### config.mk
export PLATFORM = sky130hd
export DESIGN_NAME = param_fifo
export DESIGN_NICKNAME = d
export VERILOG_FILES = /design/src/rtl/param_fifo_pkg.sv /design/src/rtl/param_fifo_ram.sv /design/src/rtl/param_fifo.sv
export SDC_FILE = /design/constraint.sdc
export NUM_CORES = 1
export LEC_CHECK = 0
export CORE_ASPECT_RATIO = 1.2
export CORE_MARGIN = 3
export CORE_UTILIZATION = 45
export CTS_CLUSTER_DIAMETER = 80
export DETAILED_ROUTE_END_ITERATION = 10
export PLACE_DENSITY = 0.72
export SLEW_MARGIN = 20
export SYNTH_ARGS = -nofsm -noshare
export SYNTH_HDL_FRONTEND = slang
export SYNTH_SLANG_ARGS = --single-unit
### constraint.sdc
create_clock -name clk -period 2.6 [get_ports clk]
set_clock_uncertainty 0.1 [all_clocks]
set_input_delay 0.39 -clock clk [delete_from_list [all_inputs] [get_ports clk]]
set_output_delay 0.39 -clock clk [all_outputs]
set_load 0.05 [all_outputs]
### src/rtl/param_fifo_pkg.sv
// param_fifo_pkg: default configuration constants and the count-width helper
// shared by the FIFO top and its storage.
package param_fifo_pkg;

    localparam int DEF_W_DATA = 8;
    localparam int DEF_DEPTH  = 16;
    localparam int DEF_AF_THR = 12;
    localparam int DEF_AE_THR = 4;

    // Occupancy spans 0..DEPTH inclusive, so one bit more than the pointer width.
    function automatic int cnt_w(input int depth);
        return $clog2(depth) + 1;
    endfunction

endpackage

### src/rtl/param_fifo_ram.sv
// param_fifo_ram: DEPTH x W_DATA storage, synchronous write, asynchronous read.
// Ports:
//   clk     - clock, write on rising edge
//   i_we    - write enable
//   i_waddr - write address
//   i_wdata - write data
//   i_raddr - read address
//   o_rdata - read data, combinational from i_raddr
module param_fifo_ram #(
    parameter int W_DATA = 8,
    parameter int DEPTH  = 16
) (
    input  logic                     clk,
    input  logic                     i_we,
    input  logic [$clog2(DEPTH)-1:0] i_waddr,
    input  logic [W_DATA-1:0]        i_wdata,
    input  logic [$clog2(DEPTH)-1:0] i_raddr,
    output logic [W_DATA-1:0]        o_rdata
);

    logic [W_DATA-1:0] r_mem [DEPTH];

    always_ff @(posedge clk) begin
        if (i_we) r_mem[i_waddr] <= i_wdata;
    end

    assign o_rdata = r_mem[i_raddr];

endmodule

### src/rtl/param_fifo.sv
// param_fifo: single-clock synchronous FIFO with occupancy flags and error pulses.
// Ports:
//   clk                        - clock, all state changes on rising edge
//   rst                        - asynchronous active-low reset
//   push / data                - write request and write data
//   pop / rd_data              - read request and read data
//   full, empty                - count == DEPTH, count == 0
//   almost_full, almost_empty  - count >= AF_THR, count <= AE_THR
//   count                      - registered occupancy
//   overflow, underflow        - one-cycle pulses after a dropped push / ignored pop
// Build option: define PARAM_FIFO_FWFT_EN for first-word-fall-through reads
// (rd_data shows the head entry); otherwise rd_data is registered on each pop.
module param_fifo
    import param_fifo_pkg::*;
#(
    parameter int W_DATA = DEF_W_DATA,
    parameter int DEPTH  = DEF_DEPTH,
    parameter int AF_THR = DEF_AF_THR,
    parameter int AE_THR = DEF_AE_THR
) (
    input  logic                       clk,
    input  logic                       rst,
    input  logic                       push,
    input  logic                       pop,
    input  logic [W_DATA-1:0]          data,
    output logic [W_DATA-1:0]          rd_data,
    output logic                       full,
    output logic                       empty,
    output logic                       almost_full,
    output logic                       almost_empty,
    output logic [cnt_w(DEPTH)-1:0]    count,
    output logic                       overflow,
    output logic                       underflow
);

    localparam int AW = $clog2(DEPTH);
    localparam int CW = cnt_w(DEPTH);
    localparam logic [CW-1:0] C_FULL = CW'(DEPTH);
    localparam logic [CW-1:0] C_AF   = CW'(AF_THR);
    localparam logic [CW-1:0] C_AE   = CW'(AE_THR);

    logic [AW-1:0]     r_wr_ptr;
    logic [AW-1:0]     r_rd_ptr;
    logic [CW-1:0]     r_count;
    logic              r_overflow;
    logic              r_underflow;
    logic [W_DATA-1:0] w_head;
    logic              w_push_ok;
    logic              w_pop_ok;

    assign empty        = r_count == '0;
    assign full         = r_count == C_FULL;
    assign almost_full  = r_count >= C_AF;
    assign almost_empty = r_count <= C_AE;
    assign count        = r_count;
    assign overflow     = r_overflow;
    assign underflow    = r_underflow;

    // A pop frees a slot in the same cycle, so a full FIFO still takes a push alongside it.
    assign w_pop_ok  = pop & ~empty;
    assign w_push_ok = push & (~full | w_pop_ok);

    param_fifo_ram #(
        .W_DATA (W_DATA),
        .DEPTH  (DEPTH)
    ) u_ram (
        .clk     (clk),
        .i_we    (w_push_ok),
        .i_waddr (r_wr_ptr),
        .i_wdata (data),
        .i_raddr (r_rd_ptr),
        .o_rdata (w_head)
    );

    // DEPTH is a power of two, so natural pointer rollover is the modulo wrap.
    always_ff @(posedge clk or negedge rst) begin
        if (!rst) begin
            r_wr_ptr    <= '0;
            r_rd_ptr    <= '0;
            r_count     <= '0;
            r_overflow  <= 1'b0;
            r_underflow <= 1'b0;
        end else begin
            if (w_push_ok) r_wr_ptr <= r_wr_ptr + AW'(1);
            if (w_pop_ok) r_rd_ptr <= r_rd_ptr + AW'(1);
            r_count     <= r_count + CW'(w_push_ok) - CW'(w_pop_ok);
            r_overflow  <= push & ~w_push_ok;
            r_underflow <= pop & empty;
        end
    end

`ifdef PARAM_FIFO_FWFT_EN
    assign rd_data = w_head;
`else
    logic [W_DATA-1:0] r_rd_data;

    always_ff @(posedge clk or negedge rst) begin
        if (!rst) r_rd_data <= '0;
        else if (w_pop_ok) r_rd_data <= w_head;
    end

    assign rd_data = r_rd_data;
`endif

endmodule

==> out/results.tsv, run 1 <==
stage	metric	value	unit
synth	synth_nets	340	
flow_run	drv_cap	0	
global_route	grt.total_usage	0.173	
setup_path	required	2.80	ns
sta	setup_violations	0	
pwr	switching_power	2.91	mW
synth	synthCells	313	
setup_path	rrSetupSlack	0.08	ns
finish	layout.nets	401	
sta	fin_crit_sh	0.969	
floorplanning	start_util	0.464	
global_route	grt_pass1_wl	19200	µm
setup_path	slowest_delay	0.50	ns
route	wl	12200	µm
synth	synth_enable_flop_cells	128	
setup_path	crit_type	flip-flop to flip-flop	
place	place_congestion	0.764	
synth	synth_seq_cells	151	
clock_tree	ctsHoldBuffers	0	
outcome	status	completed	
floorplanning	die_w	113	µm
sta	layout_setup_ws	0.0797	ns
synth	async_reset_ff_frac	0.152	
synth	synth.most_common_cell	edfxtp_1	
sta	min_period	2.52	ns
route	antenna_left	0	
pwr	internal-power	5.68	mW
floorplanning	ios	31	
finish	seq_area	0.00442	mm²
setup_path	reg2reg_to	count[4]	
setup_path	setup.worst_path.start_class	flip-flop	
floorplanning	die_area	0.0151	mm²
finish	multi_input_area	0.00160	mm²
place	dp_hpwl	7750	µm
synth	ys.flop_type	edfxtp_1	
sta	final_max_slew_viol_count	0	
route	routedWlPerCell	22.0	µm
synth	ys_warn_count	0	
sta	tns	0	ns
synth	synth.distinct_cells	36	
synth	avgSynthCellArea	19.7	µm²
place	dp_slack	-0.00949	ns
synth	synth.top_cell.area_share	0.624	
clock_tree	numCtsBuffers	17	
global_route	grt_antenna_before_repair	0	
route	vias_per_cell	5.60	
sta	relSlewSlack	0.439	
finish	fin_util	0.557	
pwr	combPwrFrac	0.343	
pwr	p_per_area	1160	mW/mm²
clock_tree	htreeDepth	4	
min_path	hp-class	input pin to async pin	
setup_path	r2r_cells	10	
clock_tree	cts_tree	yes	
floorplanning	die_h	134	µm
synth	yosysTopAreaCell	edfxtp_1	
pwr	swShare	0.339	
setup_path	end_kind	flip-flop	
finish	fillers	989	
global_route	grt_max_degree	35	
pwr	power.total	8.59	mW
route	drtPass1Iterations	5	
clock_tree	cts-root-buf	clkbuf_16	
setup_path	crit_slowest_cell	or4b_4	
synth	yosysSeqAreaShare	0.717	
finish	n_antenna_cell	0	
pwr	p_seq_frac	0.377	
clock_tree	clock_path_buffers	2	
sta	rsz0062_at_grt	no	
clock_tree	cts.reportedPaths.clkPinSlew	0.07	ns
sta	tightest_slew	0.839	ns
finish	area.growth.synth_to_final	20.2	%
clock_tree	clkSinkCount	151	
route	drc_errors	0	
floorplanning	rows	46	
setup_path	crit_fanout	4	
global_route	grt_overflow	0	
floorplanning	core	0.0133	mm²
finish	final_layout_size_suffix_gt1_frac	0.266	
synth	synth.top_cells.by_count	128 x edfxtp_1, 26 x mux4_2, 23 x dfrtp_1	
place	io_buffers	30	
setup_path	crit_path_cell_trace	inv_2 -> ha_2 -> or4b_4 -> nand2_4 -> mux2i_1 -> ha_2 -> fa_2 -> a21oi_1 -> o21bai_1 -> xnor2_1	
sta	hold_violations	0	
sta	clock.fmax	397	MHz
setup_path	cp_common_cell	ha_2	
setup_path	r2r-start	count[3]	
setup_path	crit_start	count[3]	
route	drt_iter0_markers	279	
sta	fin_hold_ws	0.235	ns
pwr	power_frac_clock	0.280	
global_route	grt_pass1_vias	3293	
setup_path	cp.arrival	2.72	ns
pwr	p_leak	2.65	nW
clock_tree	clk_latency	0.42	ns
route	vias	3107	
synth	synth_area	0.00616	mm²
pwr	ir_drop	0.993	mV
synth	synth.area.top_cells	edfxtp_1 62%, mux4_2 9.5%, dfrtp_1 9.3%	
-- timing repair --
item	in CTS	in global routing
endpoints found under the setup margin	3	2
setup buffers	1	4
resized for setup	3	4
gates cloned	0	0
-- cells by family (layout without fill, tap and decap cells) --
| group | after synthesis | count (layout) | share of synthesized area |
|---|---|---|---|
| muxes | 51 | 51 | 0.152 |
| buffers and inverters | 26 | 100 | 0.0276 |
| xor gates and xnor gates | 9 | 9 | 0.0128 |
| DFF | 151 | 151 | 0.717 |
| adders and majority gates | 15 | 15 | 0.0317 |
| and+or+nand+nor | 33 | 33 | 0.0270 |
| AOI/OAI and AO/OA | 28 | 28 | 0.0321 |
-- worst max-delay path: cells and delay by family, from the launching register on --
family                     cells  cell delay, ns
AOI/OAI and AO/OA              2            0.24
xor gates and xnor gates       1            0.13
adders and majority gates      3            0.73
buffers and inverters          1            0.09
DFF                            1            0.43
muxes                          1            0.08
and+or+nand+nor                2            0.61
-- per-layer routing --
layer	wire [µm]	global-route usage
met3	795	0.0411
met5	0	0
met1	4850	0.231
met4	129	0.0588
met2	6450	0.282
-- per-stage QoR --
| stage | cell area (µm²) | cells |
|---|---|---|
| 6_report | 7410 | 555 |
| 5_1_grt | 7410 | 555 |
| 4_1_cts | 7370 | 551 |
| 3_5_place_dp | 6770 | 518 |
| 3_3_place_gp | 6770 | 518 |
| 2_1_floorplan | 6180 | 313 |
-- layout make-up --
| class | count | area share |
|---|---|---|
| sequential | 151 | 0.597 |
| inverter | 9 | 0.00456 |
| timing repair buffer | 59 | 0.0745 |
| clock buffer | 19 | 0.0642 |
| clock inverter | 13 | 0.0159 |
| tap | 168 | 0.0284 |
| multi-input combinational | 136 | 0.216 |
-- registers in the layout (all words and copies together), names as in the netlist --
signal / count
r_wr_ptr: 4
count: 5
rd_data: 8
r_rd_ptr: 4
overflow: 1
u_ram.r_mem: 128
underflow: 1
-- worst max path at each step --
stage               endpoint  slack, ns  cells past startpoint
floorplan           count[4]      0.004                     10
global placement    count[4]       0.04                     10
detailed placement  count[4]     -0.009                     10
CTS                    empty       0.03                      6
global route        count[4]      0.006                     10
finish              count[4]       0.08                     10
-- power groups by stage --
stage	Combinational (mW)	Sequential [mW]	Clock (mW)
finish	2.94	3.24	2.41
global route	3.18	3.27	2.55
CTS	2.96	3.24	2.45
detailed placement	2.95	3.29	0
global placement	2.90	3.26	0
floorplan	1.83	3.56	0
-- cells in the final DEF, fill, tap and decap left out, types with 3 or more instances in the layout --
cell type / instances
edfxtp_1: 128
buf_4: 27
mux4_2: 26
clkdlybuf4s50_1: 26
dfrtp_1: 21
clkbuf_16: 19
mux2i_1: 17
nor2_1: 14
ha_1: 12
o221ai_1: 8
o21ai_0: 7
inv_1: 6
xnor2_1: 6
mux4_1: 6
o211ai_1: 5
nor3_1: 5
inv_6: 5
inv_8: 4
inv_2: 3
xor2_1: 3
nand3_1: 3
buf_12: 3
Power figures use the tool's default switching activity.
==> run 2, diff against run 1 <==
--- a/config.mk
+++ b/config.mk
@@ -8,7 +8,7 @@
 export CORE_ASPECT_RATIO = 1.2
 export CORE_MARGIN = 3
 export CORE_UTILIZATION = 45
-export CTS_CLUSTER_DIAMETER = 80
+export CTS_CLUSTER_DIAMETER = 120
 export DETAILED_ROUTE_END_ITERATION = 10
 export PLACE_DENSITY = 0.72
 export SLEW_MARGIN = 20
==> results of run 2 <==
Final layout, timing and power as in run 1 (identical DEF).
